$ cat src/rtl/addsub_pkg.sv
`default_nettype none
// +----------------------------------------------------------------------+
// | addsub_pkg : shared types and helpers for the digit-serial add/sub   |
// | Rev 1.0                                                              |
// +----------------------------------------------------------------------+
package addsub_pkg;

  typedef enum logic [0:0] {
    IDLE = 1'b0,
    RUN  = 1'b1
  } state_t;

  localparam logic MODE_ADD = 1'b0;
  localparam logic MODE_SUB = 1'b1;

  // Digit counter width; a 1-bit counter is kept even when NCYC is 1.
  function automatic int cnt_width(input int ncyc);
    return (ncyc > 2) ? $clog2(ncyc) : 1;
  endfunction

endpackage
`default_nettype wire

$ cat src/rtl/addsub_slice.sv
`default_nettype none
// +----------------------------------------------------------------------+
// | addsub_slice : combinational DIGIT-bit ripple full adder             |
// | Rev 1.0                                                              |
// +----------------------------------------------------------------------+
module addsub_slice #(
  parameter int DIGIT = 1
) (
  input  logic [DIGIT-1:0] x,
  input  logic [DIGIT-1:0] y,
  input  logic             cin,
  output logic [DIGIT-1:0] s,
  output logic             cout,
  output logic             c_msb_in
);

  logic [DIGIT:0] w_c;

  always_comb begin
    w_c    = '0;
    s      = '0;
    w_c[0] = cin;
    for (int i = 0; i < DIGIT; i++) begin
      s[i]     = x[i] ^ y[i] ^ w_c[i];
      w_c[i+1] = (x[i] & y[i]) | (w_c[i] & (x[i] ^ y[i]));
    end
  end

  assign cout     = w_c[DIGIT];
  assign c_msb_in = w_c[DIGIT-1];

endmodule
`default_nettype wire

$ cat src/rtl/addsub_serial.sv
`default_nettype none
// +----------------------------------------------------------------------+
// | addsub_serial : digit-serial two's-complement adder/subtractor       |
// | Rev 1.0                                                              |
// +----------------------------------------------------------------------+
module addsub_serial
  import addsub_pkg::*;
#(
  parameter int WIDTH = 8,
  parameter int DIGIT = 1
) (
  input  logic             clk,
  input  logic             rst,
  input  logic             start,
  input  logic             mode,
  input  logic [WIDTH-1:0] a,
  input  logic [WIDTH-1:0] b,
  output logic             busy,
  output logic             done,
  output logic [WIDTH-1:0] result,
  output logic             cb,
  output logic             ovf,
  output logic             zero
);

  localparam int NCYC = WIDTH / DIGIT;
  localparam int CW   = cnt_width(NCYC);

  state_t           r_state;
  state_t           w_state_next;
  logic [WIDTH-1:0] r_a;
  logic [WIDTH-1:0] r_b;
  logic             r_carry;
  logic             r_mode;
  logic [CW-1:0]    r_cnt;
  logic [WIDTH-1:0] r_result;
  logic             r_done;
  logic             r_cb;
  logic             r_ovf;
  logic             r_zero;

  logic             w_load;
  logic             w_step;
  logic             w_last;
  logic [DIGIT-1:0] w_s;
  logic             w_cout;
  logic             w_c_msb_in;
  logic [WIDTH-1:0] w_acc_next;

  addsub_slice #(.DIGIT(DIGIT)) u_slice (
    .x        (r_a[DIGIT-1:0]),
    .y        (r_b[DIGIT-1:0]),
    .cin      (r_carry),
    .s        (w_s),
    .cout     (w_cout),
    .c_msb_in (w_c_msb_in)
  );

  // Partial result: new digit enters at the top, earlier digits move down.
  if (DIGIT == WIDTH) begin : g_single
    assign w_acc_next = w_s;
  end else begin : g_multi
    logic [WIDTH-DIGIT-1:0] r_acc;

    always_ff @(posedge clk or posedge rst) begin
      if (rst)         r_acc <= '0;
      else if (w_load) r_acc <= '0;
      else if (w_step) r_acc <= w_acc_next[WIDTH-1:DIGIT];
    end

    assign w_acc_next = {w_s, r_acc};
  end

  always_ff @(posedge clk or posedge rst) begin
    if (rst) r_state <= IDLE;
    else     r_state <= w_state_next;
  end

  always_comb begin
    w_state_next = r_state;
    w_load       = 1'b0;
    w_step       = 1'b0;
    w_last       = (r_cnt == CW'(NCYC - 1));
    case (r_state)
      IDLE: begin
        if (start) begin
          w_load       = 1'b1;
          w_state_next = RUN;
        end
      end
      RUN: begin
        w_step = 1'b1;
        if (w_last) w_state_next = IDLE;
      end
      default: w_state_next = IDLE;
    endcase
  end

  always_ff @(posedge clk or posedge rst) begin
    if (rst) begin
      r_a      <= '0;
      r_b      <= '0;
      r_carry  <= 1'b0;
      r_mode   <= MODE_ADD;
      r_cnt    <= '0;
      r_result <= '0;
      r_done   <= 1'b0;
      r_cb     <= 1'b0;
      r_ovf    <= 1'b0;
      r_zero   <= 1'b1;
    end else begin
      r_done <= 1'b0;
      if (w_load) begin
        // Subtraction is a + ~b + 1: invert b here, inject the +1 as carry-in.
        r_a     <= a;
        r_b     <= (mode == MODE_ADD) ? b : ~b;
        r_mode  <= mode;
        r_carry <= (mode == MODE_SUB);
        r_cnt   <= '0;
      end else if (w_step) begin
        r_a     <= r_a >> DIGIT;
        r_b     <= r_b >> DIGIT;
        r_carry <= w_cout;
        r_cnt   <= r_cnt + 1'b1;
        if (w_last) begin
          r_result <= w_acc_next;
          r_cb     <= w_cout ^ r_mode;
          r_ovf    <= w_cout ^ w_c_msb_in;
          r_zero   <= (w_acc_next == '0);
          r_done   <= 1'b1;
        end
      end
    end
  end

  assign busy   = (r_state == RUN);
  assign done   = r_done;
  assign result = r_result;
  assign cb     = r_cb;
  assign ovf    = r_ovf;
  assign zero   = r_zero;

endmodule
`default_nettype wire

$ cat config.mk
export PLATFORM = sky130hd
export DESIGN_NAME = addsub_serial
export DESIGN_NICKNAME = d
export VERILOG_FILES = /design/src/rtl/addsub_pkg.sv /design/src/rtl/addsub_slice.sv /design/src/rtl/addsub_serial.sv
export SDC_FILE = /design/constraint.sdc
export NUM_CORES = 1
export LEC_CHECK = 0
export ABC_AREA = 1
export BUFFER_PORTS_ARGS = -buffer_cell sky130_fd_sc_hd__buf_2
export CAP_MARGIN = 20
export CORE_MARGIN = 4
export CORE_UTILIZATION = 54
export DETAILED_ROUTE_END_ITERATION = 8
export GPL_TIMING_DRIVEN = 0
export HOLD_SLACK_MARGIN = 0.02
export PLACE_DENSITY_LB_ADDON = 0.25
export SYNTH_ARGS = -nofsm -noshare
export SYNTH_HDL_FRONTEND = slang
export SYNTH_SLANG_ARGS = --single-unit
$ cat constraint.sdc
create_clock -name clk -period 1.7 [get_ports clk]
set_clock_uncertainty 0.2 [all_clocks]
set_input_delay 0.17 -clock clk [delete_from_list [all_inputs] [get_ports clk]]
set_output_delay 0.17 -clock clk [all_outputs]
set_load 0.005 [all_outputs]
# --- Word-level counts from Yosys, hierarchy flattened ---
# Cells that the tools add are included.
totals:
  regBits: 41
  output_inout_bits: 13
  inputBits: 20
  word_cells: 46
classes:
  n_eq_ne: 1
  addsub: 1
  mux: 19
  bitwise_logic: 10
  n_reduce_logical: 3
op_table:
  columns: ["cell", "count"]
  rows:
  - ["8-bit 2-to-1 mux", 5]
  - ["7-bit 2-to-1 mux", 2]
  - ["1-bit 2-to-1 mux", 9]
  - ["8-bit zero test", 1]
  - ["8-bit NOT", 1]
  - ["3-bit 2-to-1 mux", 2]
  - ["1-bit bitwise XOR", 4]
  - ["3-bit by 1-bit adder with 3-bit output, second input constant", 1]
  - ["3-bit equality test, second input constant", 1]
  - ["3-bit AND reduction", 1]
  - ["1-bit bitwise AND", 2]
  - ["1-bit NOT", 2]
  - ["1-bit one-hot mux with 2 select lines", 1]
  - ["2-bit nonzero test", 1]
  - ["1-bit bitwise OR", 1]

# --- Logic depth before layout (Yosys ltp) ---
# Gate-level depths: netlist of run 1.
logic_depth:
  depth_word: 5
  ltp_mapped: 7
  mapped_depth_nobuf: 6

# --- Hierarchy ---
# A second synthesis of run 1 with hierarchy kept.
unflattened:
  cells_unflattened: 191
  area_unflattened_um2: 1786.7
by_module_without_submodules:
  columns: ["module", "cells_each", "area_each_um2", "seq_area_each_um2", "n_inst"]
  rows:
  - ["addsub_serial", 189, 1759.2, 1027.2, 1]
  - ["addsub_slice", 2, 27.5, 0.0, 1]

# --- Worst setup path before layout of run 1 ---
# No wires, ideal clock.
synth_path:
  path_kind: "register to register"
  from: "register r_cnt[0]"
  to: "register r_zero (netlist: zero)"
  required_time_ns: 1.427
  setup_slack_ns: 0.243
  stages_incl_launch_ff: 8
  n_path_buf: 1
  arrival_ns: 1.183
  path_cell_list: "dfrtp_1 > ha_1 > ha_1 > nand2_1 > buf_2 > inv_2 > nor2_1 > o21bai_1"
synth_via:
  elab_chain_len: 2
synth_rtl:
  columns: ["item", "line_no", "source"]
  rows:
  - ["start: declaration", "addsub_serial.sv:35", "logic [CW-1:0] r_cnt;"]
  - ["start signal: assignment", "addsub_serial.sv:124", "r_cnt <= r_cnt + 1'b1;"]
  - ["3-bit equality test", "addsub_serial.sv:83", "w_last = (r_cnt == CW'(NCYC - 1));"]
  - ["3-bit AND reduction (no source line)", null, null]
  - ["end signal: assignment", "addsub_serial.sv:129", "r_zero <= (w_acc_next == '0);"]
  - ["end: declaration", "addsub_serial.sv:40", "logic r_zero;"]
# No other way between the ends.
# A chain may end at the register's enable or synchronous reset.

# --- Worst setup path in the final report of run 1 ---
# Same ends and word-level chain as after synthesis.

==> flow_summary.toml, run 1 <==
[route]
dr_total_vias = 1386
post_drt_wl_per_cell_um = 12.69
wl_mm = 3.552
viasPerCell = 4.950
dr.first_iter.drc_count = 65
postRouteAntennaNets = 0
dr.pass1.iters = 4
drcViolationCount = 0

[power]
ir_drop_v = 0.0006953
powerDensity_mw_per_mm2 = 1523
cellLeakagePower_nw = 1.111

[sta]
finalCriticalPeriod_ps = 1600
setup_tns_ps = 0
fmax_ghz = 0.6249
timing.final.crit_share_pct = 94.14
final_max_slew_viol_count = 0
tightest_slew_ps = 829.7
rsz0062_at_grt = "false"
relSlewSlack_pct = 44.61
hold_viol_final = 0
setup_viol = 0

[layout]
final_common_cell = "nand2_1"
diodes = 0
final_cell_mix = "nand2_1, dfrtp_1, buf_2"
layoutNonFillerInstCount = 280
utilization_pct = 72.12
nets = 258
drive_above_1_share_pct = 25.00
area_growth_pct = 25.73
final_area_mm2 = 0.002256
n_fill_cell = 249

[clocking]
cts_max_path_buffers = 2
cts_made_buffers = 5
htreeDepth = 2
cts-root-buf = "clkbuf_4"
clock-sinks = 41
cts_tree = "built"
insertion_delay_ps = 340
path_clk_slew_ps = 110

[floorplanning]
die_x_um = 65.64
core-area_mm2 = 0.003128
die_height_um = 65.64
rows = 20
die_area_mm2 = 0.004309
start_util_pct = 57.36
io-pin-count = 33

[logic_synthesis]
synth_area_per_cell_um2 = 10.02
syn-instance-count = 179
seq_area_frac_synth_pct = 57.25
synth_cell_types = 25
syn_area_mm2 = 0.001794
ys_warn_count = 0
ys_seq_elements = 41
syn_nets = 202

[global_route]
overflow = 0
grt_util_met3_pct = 4.103
antenna_found_initial = 0
grt_util_met2_pct = 36.42
grt_max_degree = 42
grtUsageMet1_pct = 19.96
top_usage_layer = "met2"
grt_pass1_wl_mm = 6.182
grt_pass1_vias = 1448
grt_usage_pct = 19.02

[placed_design]
portBuffers = 31
place_hpwl_mm = 2.474
placed_cell_area_mm2 = 0.002004
routabilityCongestion = 0.7871
dp.cells = 254

[critical_path]
crit_path_end_kind = "flip-flop"
critical_path_class = "flip-flop to flip-flop"
path_max_fanout = 10
cp-start-kind = "flip-flop"
critical_path_required_ps = 1780
arrival_ps = 1680

[run]
drv_cap = 0

[min_path]
hold_class = "primary input to flip-flop"

[status]
outcome = "complete, no violations"
==> per-layer routing <==
| metal | vias to the layer above | wire length (µm) |
|---|---|---|
| met2 | 40 | 1853 |
| met3 | 2 | 183 |
| met5 | - | 0 |
| li1 | 690 | - |
| met1 | 654 | 1496 |
| met4 | 0 | 19 |
==> cell families (layout without fill, tap and decap cells) <==
kind of cell | count (synthesis) | count (layout) | synth area share, %
and+or+nand+nor | 66 | 66 | 15.69
DFF | 41 | 41 | 57.25
AOI/OAI and AO/OA | 37 | 37 | 13.46
buffers and inverters | 22 | 79 | 6.206
xor gates and xnor gates | 10 | 10 | 4.881
adders and majority gates | 3 | 3 | 2.510
==> state kept, by name, indices dropped and copies added, names as in the netlist <==
| name | flops |
|---|---|
| r_cnt | 3 |
| r_carry | 1 |
| result | 8 |
| busy | 1 |
| ovf | 1 |
| g_multi.r_acc | 7 |
| cb | 1 |
| zero | 1 |
| r_mode | 1 |
| done | 1 |
| r_b | 8 |
| r_a | 8 |
==> where the power goes <==
group          leakage (nW)  switching (mW)  internal [mW]
logic                 0.538           0.709          0.604
clock network        0.0413           0.301          0.240
registers             0.532           0.222           1.36
total                  1.11            1.23           2.20
==> layout make-up <==
type	instances	area [µm²]	share of cell area [%]
sequential	41	1027	45.54
tap	44	55.05	2.440
clock inverter	1	5.005	0.2219
timing repair buffer	49	335.3	14.86
clock buffer	7	65.06	2.884
multi-input combinational	116	655.6	29.06
inverter	15	56.30	2.496
buffer	7	56.30	2.496
==> metrics by stage <==
step	worst slack, ps	hold WS, ps	total power, mW
3_5_place_dp	93.17	182.7	2.898
3_3_place_gp	-61.39	178.2	2.816
5_1_grt	7.347	53.90	3.721
2_1_floorplan	243.4	89.87	2.497
6_report	99.70	47.38	3.436
4_1_cts	78.89	42.62	3.469
==> cells in the mapped netlist <==
library cell | n | area, µm²
nand2_1 | 50 | 187.7
dfrtp_1 | 40 | 1001
inv_1 | 11 | 41.29
o21ai_0 | 11 | 55.05
xnor2_1 | 10 | 87.58
o21ai_1 | 9 | 45.04
nand3_1 | 8 | 40.04
nor2_1 | 6 | 22.52
o22ai_1 | 6 | 37.54
a21boi_2 | 5 | 56.30
inv_2 | 4 | 15.01
buf_6 | 3 | 33.78
a22o_1 | 2 | 17.52
buf_2 | 2 | 10.01
ha_1 | 2 | 25.02
a21boi_0 | 1 | 7.510
a21boi_1 | 1 | 7.510
buf_4 | 1 | 7.510
clkbuf_1 | 1 | 3.750
dfstp_2 | 1 | 26.28
fa_1 | 1 | 20.02
nor2_4 | 1 | 11.26
nor2_8 | 1 | 20.02
o211ai_1 | 1 | 7.510
o21bai_1 | 1 | 7.510
==> critical path, cell delays in order (launching register included) <==
cell,delay (ps)
dfrtp_1,410
ha_1,200
ha_1,170
nand2_1,70
buf_2,200
inv_2,90
nor2_1,80
o21bai_1,110
==> worst paths after layout <==
check | to | cells past startpoint | start | slack (ps)
worst max-delay path | zero | 7 | r_cnt[0] | 100
min in group asynchronous | ovf | 3 | rst | 320
worst max register to register | zero | 7 | r_cnt[0] | 100
worst min-delay path | r_b[5] | 4 | start | 50
worst min register to register | result[4] | 2 | result[4] | 290
max in group asynchronous | r_a[3] | 3 | rst | 450
==> repair_timing <==
action / CTS / global route
setup endpoints to repair: 0 / 3
resized for setup: 0 / 2
hold endpoints to repair: 58 / 0
setup buffers: 0 / 0
hold buffers: 18 / 0
No activity file was read; power rests on OpenSTA's default activity.
==> run 2, diff against run 1 <==
Settings changed: CORE_UTILIZATION 54 to 49, PLACE_DENSITY_LB_ADDON 0.25 to 0.1.
Clock period 1.7 ns to 1.29 ns, I/O delays scaled along.
==> flow_summary.toml, run 2 (same netlist as run 1, synthesis figures left out) <==
[floorplanning]
die_height_um = 68.51
rows = 21
die_area_mm2 = 0.004694
die_x_um = 68.51
start_util_pct = 52.13
core-area_mm2 = 0.003442
io-pin-count = 33

[sta]
rsz0062_at_grt = "true"
hold_viol_final = 40
setup_tns_ps = -2685
layout_setup_ws_ps = -203.7
timing.final.crit_share_pct = 115.8
finalCriticalPeriod_ps = 1494
setup_viol = 36
relSlewSlack_pct = 45.21
tightest_slew_ps = 820.6
fmax_ghz = 0.6695
whs_ps = -204.5
final_max_slew_viol_count = 0

[clocking]
htreeDepth = 2
cts_hold_buf = 17
cts_made_buffers = 5
path_clk_slew_ps = 80
cts_tree = "built"
insertion_delay_ps = 290
clock-sinks = 41
cts-root-buf = "clkbuf_8"
cts_max_path_buffers = 2

[route]
dr.first_iter.drc_count = 35
drcViolationCount = 0
viasPerCell = 5.007
dr.pass1.iters = 4
post_drt_wl_per_cell_um = 13.46
postRouteAntennaNets = 0
wl_mm = 4.012
dr_total_vias = 1492

[critical_path]
cp_slowest_cell = "fa_2"
cp_top_family = "adder cells"
arrival_ps = 1520
crit_path_end_kind = "flip-flop"
worstPathCellList = "fa_2, nor2_1, nand2_1, o21bai_1"
crit_buf_inv = 0
cp-start-kind = "flip-flop"
critical_path_required_ps = 1320
reg2reg_slack_ps = -200
critical_path_class = "flip-flop to flip-flop"
path_max_fanout = 2
cp_slowest_stage_delay_ps = 500

[layout]
nets = 274
drive_above_1_share_pct = 46.83
final_cell_mix = "dfrtp_1, buf_2, nand2_1"
diodes = 0
area_growth_pct = 50.70
final_common_cell = "dfrtp_1"

[placed_design]
routabilityCongestion = 0.7774
portBuffers = 31
place_hpwl_mm = 2.411

[min_path]
hold_class = "primary input to async pin"

[global_route]
grt_util_met2_pct = 31.47
grt_usage_pct = 18.19
antenna_found_initial = 0
grtUsageMet1_pct = 21.68
top_usage_layer = "met2"
grt_max_degree = 42
overflow = 0
grt_util_met3_pct = 5.186
grt_pass1_vias = 1412
grt_pass1_wl_mm = 6.223

[power]
ir_drop_v = 0.001294
cellLeakagePower_nw = 1.340
powerDensity_mw_per_mm2 = 2197

[run]
drv_cap = 0

[status]
violations = "hold timing, setup timing"
outcome = "finished with violations"
run 2: repair_timing:
item	4_1_cts	5_1_grt
gates resized for setup	25	49
endpoints found under the setup margin	36	42
hold endpoints to repair	57	40
setup buffers	9	6
pin swaps	11	9
gates cloned	1	1
run 2: where the power goes:
group / total (mW) / internal, mW / switching, mW
logic: 2.72 / 1.42 / 1.31
clock network: 1.08 / 0.629 / 0.450
registers: 2.14 / 1.80 / 0.346
run 2: final cells by class:
| class | count | area, µm² |
|---|---|---|
| Inverter | 15 | 73.82 |
| Multi-Input combinational cell | 116 | 839.6 |
| Timing Repair Buffer | 65 | 506.7 |
| Clock buffer | 6 | 82.58 |
| Sequential cell | 41 | 1027 |
| Tap cell | 46 | 57.56 |
| Fill cell | 221 | 738.2 |
| Clock inverter | 2 | 37.54 |
| Buffer | 7 | 78.83 |
run 2: worst paths after layout:
check / startpoint / to / depth (start not counted)
worst max-delay path: r_carry / zero / 4
worst min-delay path: rst / r_cnt[2] / 2
worst max register to register: r_carry / zero / 4
worst min register to register: cb / cb / 2
max in group asynchronous: rst / g_multi.r_acc[5] / 2
min in group clk: start / r_a[7] / 4
run 2: metrics by stage:
stage / utilization, % / power (mW) / cells / worst slack (ps) / instance area [µm²]
finish: 78.55 / 5.942 / 298 / -203.7 / 2704
detailed placement: 59.36 / 3.885 / 256 / -234.2 / 2043
floorplan: - / 3.363 / 179 / -99.50 / 1831
global placement: 59.36 / 3.803 / 256 / -431.1 / 2043
CTS: 71.46 / 5.347 / 291 / -171.3 / 2460
global route: 78.55 / 6.303 / 298 / -268.8 / 2704
run 2: metal layers:
metal / wire (µm) / part of all wire, %
met1: 1750 / 44
met2: 2023 / 50
met3: 192 / 4.8
met4: 45 / 1.1
met5: 0 / 0
